<file path="config.mk">
export PLATFORM = sky130hd
export DESIGN_NAME = road_sensor_encoder
export DESIGN_NICKNAME = d
export VERILOG_FILES = /design/src/rtl/road_sensor_encoder.sv
export SDC_FILE = /design/constraint.sdc
export NUM_CORES = 1
export LEC_CHECK = 0
export ABC_CLOCK_PERIOD_IN_PS = 3300
export CAP_MARGIN = 25
export CORE_MARGIN = 1.5
export CORE_UTILIZATION = 35
export DETAILED_ROUTE_END_ITERATION = 12
export GPL_TIMING_DRIVEN = 0
export SLEW_MARGIN = 5
export SYNTH_ARGS = -nofsm -noshare
export SYNTH_HDL_FRONTEND = slang
export SYNTH_SLANG_ARGS = --single-unit
</file>
<file path="constraint.sdc">
create_clock -name clock -period 3.3 [get_ports clock]
set_input_delay 0.825 -clock clock [delete_from_list [all_inputs] [get_ports clock]]
set_output_delay 0.825 -clock clock [all_outputs]
set_load 0.005 [all_outputs]
</file>
<file path="src/rtl/road_sensor_encoder.sv">
// Per-road vehicle occupancy tracker producing the 3-bit thermometer sensor code.
// Optional macro FAST_EMPTY_EN: an empty road drops to EMPTY at once instead of waiting out the hold filter.
module road_sensor_encoder #(
  parameter int CNT_W   = 6,
  parameter int MAX_CNT = 63,
  parameter int LESS_TH = 1,
  parameter int MORE_TH = 8,
  parameter int FULL_TH = 16,
  parameter int HYST    = 2,
  parameter int HOLD    = 3
) (
  input  logic             clock,
  input  logic             clear,
  input  logic             car_in,
  input  logic             car_out,
  input  logic [1:0]       light,
  output logic [2:0]       S,
  output logic [CNT_W-1:0] count,
  output logic             red_run,
  output logic             ovf,
  output logic             udf
);

  localparam int HOLD_W = (HOLD > 2) ? $clog2(HOLD) : 1;

  localparam logic [CNT_W-1:0] MAX_C     = CNT_W'(MAX_CNT);
  localparam logic [CNT_W-1:0] LESS_C    = CNT_W'(LESS_TH);
  localparam logic [CNT_W-1:0] MORE_C    = CNT_W'(MORE_TH);
  localparam logic [CNT_W-1:0] FULL_C    = CNT_W'(FULL_TH);
  localparam logic [CNT_W-1:0] MORE_DN_C = CNT_W'(MORE_TH - HYST);
  localparam logic [CNT_W-1:0] FULL_DN_C = CNT_W'(FULL_TH - HYST);
  localparam logic [HOLD_W:0]  HOLD_C    = (HOLD_W + 1)'(HOLD);

  typedef enum logic [1:0] {
    EMPTY = 2'd0,
    LESS  = 2'd1,
    MORE  = 2'd2,
    FULL  = 2'd3
  } level_t;

  level_t            level;
  level_t            candidate;
  level_t            up_target;
  level_t            target;
  logic [HOLD_W-1:0] hold_cnt;
  logic [HOLD_W:0]   hold_next;

  function automatic logic [2:0] therm(input level_t l);
    case (l)
      FULL:    therm = 3'b111;
      MORE:    therm = 3'b011;
      LESS:    therm = 3'b001;
      default: therm = 3'b000;
    endcase
  endfunction

  // Rising moves follow the raw thresholds; falling moves cascade one band at a
  // time so each step must clear its own hysteresis margin.
  always_comb begin
    up_target = EMPTY;
    if (count >= FULL_C)
      up_target = FULL;
    else if (count >= MORE_C)
      up_target = MORE;
    else if (count >= LESS_C)
      up_target = LESS;

    target = level;
    if (up_target > level) begin
      target = up_target;
    end else begin
      if (target == FULL && count < FULL_DN_C)
        target = MORE;
      if (target == MORE && count < MORE_DN_C)
        target = LESS;
      if (target == LESS && count == '0)
        target = EMPTY;
    end

    hold_next = (HOLD_W + 1)'(1);
    if (target == candidate)
      hold_next = {1'b0, hold_cnt} + (HOLD_W + 1)'(1);
  end

  always_ff @(posedge clock or posedge clear) begin
    if (clear) begin
      count     <= '0;
      S         <= 3'b000;
      level     <= EMPTY;
      candidate <= EMPTY;
      hold_cnt  <= '0;
      red_run   <= 1'b0;
      ovf       <= 1'b0;
      udf       <= 1'b0;
    end else begin
      // Light value 3 is treated the same as RED.
      red_run <= car_out && (light != 2'd1) && (light != 2'd2);

      case ({car_in, car_out})
        2'b10: begin
          if (count == MAX_C)
            ovf <= 1'b1;
          else
            count <= count + CNT_W'(1);
        end
        2'b01: begin
          if (count == '0)
            udf <= 1'b1;
          else
            count <= count - CNT_W'(1);
        end
        default: ;
      endcase

      if (target == level) begin
        hold_cnt <= '0;
`ifdef FAST_EMPTY_EN
      end else if (target == EMPTY) begin
        level     <= EMPTY;
        candidate <= EMPTY;
        S         <= 3'b000;
        hold_cnt  <= '0;
`endif
      end else if (hold_next >= HOLD_C) begin
        level     <= target;
        candidate <= target;
        S         <= therm(target);
        hold_cnt  <= '0;
      end else begin
        candidate <= target;
        hold_cnt  <= hold_next[HOLD_W-1:0];
      end
    end
  end

endmodule

</file>
==> summary.txt <==
Cells and area
  • Antenna diodes: 0
  • Post-route cell area: 0.001524 sq mm
  • Non-Filler Instances: 189
  • Commonest non-fill, non-tap cell in the layout: clkdlybuf4s50_1
  • Share of layout cells above drive strength 1: 24.14%
  • Area Growth Syn to Fin: 31.11%
  • Fillers: 314
  • Most frequent cells in the layout: clkdlybuf4s50_1 (17), dfrtp_1 (16), buf_4 (12)
  • Net count, final: 159

Global routing
  • Total grt overflow: 0
  • Vias in the first global route: 876
  • Initial antenna violation count: 0
  • Total track usage: 14.66%
  • GR Layer Usage met2: 24.42%
  • First-pass GRT wire length: 4.071 mm
  • Met3 usage: 4.691%
  • GR peak layer: met2
  • Met1 Use GR: 19.21%
  • Largest net degree at the start of global routing: 19

Drt
  • Final ANT Viol Nets: 0
  • WL final: 2.361 mm
  • DRC violations left: 0
  • Pre-antenna DRT Iters: 4
  • Drt initial violations: 30
  • Vias: 946
  • Vias per inst: 5.005
  • Wire length per cell: 12.49 microns

Synth
  • Sequential share of the synthesized area: 38.75%
  • Most used DFF post-synth: dfrtp_1
  • Cells after Synth: 114
  • Synth unique cells: 39
  • Synth area leader: dfrtp_1
  • Syn Area/Cell: 10.20 sq um
  • Ys async rst share: 100.0%
  • Top cell type's share of synthesized area: 38.75%
  • Ys Warns: 0
  • Mapped Nets: 126
  • Flop and latch count out of synthesis: 18
  • Post-synth EDFFs: 0
  • Most area-consuming cells after synthesis: dfrtp_1 (39%), ha_1 (6.5%), mux2_4 (5.2%), xnor2_1 (4.5%), inv_1 (2.9%)
  • Synthesized cell area: 0.001162 sq mm

Critical path
  • RR Startpoint: count[1]$_DFFE_PP0P_
  • Critical Path, Cell by Cell: inv_1 -> ha_2 -> nor3b_1 -> o21ai_0 -> inv_1 -> ha_1 -> nor2b_1 -> o21ai_4 -> nand2_2 -> o22ai_4 -> mux2_4 -> nor3_4 -> mux2_4
  • Critical path's slowest cell: dfrtp_2
  • FF-to-FF End: S[2]$_DFFE_PP0P_
  • Delay-heaviest family, CP: multiplexers
  • Reg-to-reg slack, setup: 230 ps
  • Worst Reg-to-Reg Cells: 13
  • Max FO, Critical Path: 8
  • WP data required: 3490 ps
  • Critical Path AT: 3260 ps
  • Crit path buf inv count: 2
  • CP max stage delay: 430 ps
  • Crit start category: register
  • CP endpoint kind: register
  • Worst setup path category: reg -> reg

Place
  • Placed cells: 175
  • IO Port Bufs: 17
  • RD Place Congestion: 0.7614
  • Dpl hpwl: 1.686 mm
  • Placement Cell Area: 0.001388 sq mm

STA
  • Pin slew with the least headroom to its limit: 733.2 ps
  • Fin crit share: 93.02%
  • Final Critical Period: 3070 ps
  • Setup Skew: 8.248 ps
  • Relative slew margins: 51.07%
  • Setup violators final: 0
  • Final hold vios: 0
  • Max Clock Freq: 325.8 MHz
  • Slew Limit Fails: 0

Clocking
  • CTS Hold Bufs: 0
  • Maximum root-to-sink buffer count: 2
  • Latest clock arrival within the worst-skew pair: 300 ps
  • H-Tree Level Count: 1
  • CTS tree: built
  • CTS clk-pin slew, worst paths: 110 ps
  • Root buf cell: clkbuf_4
  • Clock sink total: 18
  • TritonCTS Buffers: 3

Floorplan
  • IO Count: 18
  • Die Height: 60.63 microns
  • Die ar.: 0.003676 sq mm
  • Initial Util: 37.46%
  • Row cnt: 20
  • Total core area: 0.003103 sq mm
  • Die W: 60.63 microns

Hold path
  • Hold Crit Depth: 1
  • Min-delay src: udf$_DFFE_PP0P_
  • Hold EP: udf$_DFFE_PP0P_
  • Worst min path class: reg -> reg

Power and ir drop
  • Pwr dens: 1290 mW/mm^2
  • Worst VDD drop: 0.0005822 V
  • Sw frac: 43.13%
  • Clock network fraction of design power: 5.7%
  • Comb pwr share: 72.4%
  • Sequential share of power: 21.9%
  • P_int: 1.118 mW
  • Leakage: 0.6622 nW
  • Sw power: 847.6 uW

Outcome
  • Status: completed

Job
  • Total of max-cap violations: 0
## flip-flops by register name, summed over array words and instances, names as in the netlist
signal     flops
S              3
red_run        1
udf            1
count          6
hold_cnt       2
ovf            1
candidate      2
level          2
## synthesized netlist by cell type, types with 2 or more instances
| cell | instances |
|---|---|
| dfrtp_1 | 18 |
| inv_1 | 9 |
| ha_1 | 6 |
| nand2_1 | 6 |
| nor2_1 | 6 |
| xnor2_1 | 6 |
| a21oi_1 | 5 |
| nand3_1 | 5 |
| mux2_4 | 4 |
| o21ai_0 | 4 |
| o21bai_1 | 4 |
| a2bb2oi_1 | 3 |
| mux2i_1 | 3 |
| nand2b_1 | 3 |
| xor2_1 | 3 |
| a211oi_1 | 2 |
| a41oi_1 | 2 |
| nor2b_1 | 2 |
| nor3_4 | 2 |
| o21ai_1 | 2 |
## final cells by class
type                            count  area (sq um)  share of cell area, %
Buffer                              3         16.27                  1.067
Tap cell                           44         55.05                  3.612
Timing Repair Buffer               28         252.7                  16.58
Clock buffer                        3         22.52                  1.478
Inverter                           10         37.54                  2.463
Sequential cell                    18         452.9                  29.72
Multi-Input combinational cell     83         686.9                  45.07
## routing by layer
metal,up-vias,wire (microns)
li1,471,-
met2,16,1240
met5,-,0
met4,0,0
met3,0,83
met1,459,1037
## stage by stage
| stage | hold WS [ps] | util (%) | power [mW] | TNS, ps | setup WS, ps |
|---|---|---|---|---|---|
| 4_1_cts | 488.6 | 46.45 | 1.795 | 0 | 36.41 |
| 6_report | 486.4 | 49.11 | 1.965 | 0 | 230.3 |
| 5_1_grt | 503.2 | 49.11 | 2.162 | -114.7 | -29.14 |
| 2_1_floorplan | 467.8 | - | 1.298 | 0 | 174.6 |
| 3_5_place_dp | 463.7 | 44.72 | 1.607 | -626.3 | -185.7 |
| 3_3_place_gp | 465.0 | 44.72 | 1.564 | -378.8 | -126.5 |
## cell families (layout without fill, tap and decap cells)
family / count (synthesis) / count (layout) / synth area share (%)
xor+xnor: 9 / 9 / 6.782
fa+ha+maj: 6 / 6 / 6.458
mux: 7 / 7 / 7.751
simple gates: 33 / 33 / 16.90
flops: 18 / 18 / 38.75
buf+inv: 13 / 44 / 4.628
compound gates: 28 / 28 / 18.73
## how the worst max path moves through the flow
stage | to | startpoint | cells past startpoint
2_1_floorplan | level[0]$_DFFE_PP0P_ | count[1]$_DFFE_PP0P_ | 13
3_3_place_gp | S[2]$_DFFE_PP0P_ | count[1]$_DFFE_PP0P_ | 13
3_5_place_dp | S[0]$_DFFE_PP0P_ | count[1]$_DFFE_PP0P_ | 13
4_1_cts | S[0]$_DFFE_PP0P_ | count[1]$_DFFE_PP0P_ | 13
5_1_grt | S[0]$_DFFE_PP0P_ | count[1]$_DFFE_PP0P_ | 13
6_report | S[2]$_DFFE_PP0P_ | count[1]$_DFFE_PP0P_ | 13
## power by group through the flow
stage               logic, mW  registers (mW)  clock network [mW]
global placement         1.12           0.449                   0
floorplan               0.866           0.432                   0
finish                   1.42           0.431               0.112
global route             1.59           0.451               0.123
CTS                      1.23           0.451               0.116
detailed placement       1.15           0.454                   0
## timing repair
item                                    4_1_cts  5_1_grt
setup buffers                                 2        9
pin swaps                                     1        4
endpoints found under the setup margin        5        6
resized for setup                             3        5
No activity file was read; power rests on OpenSTA's default activity.
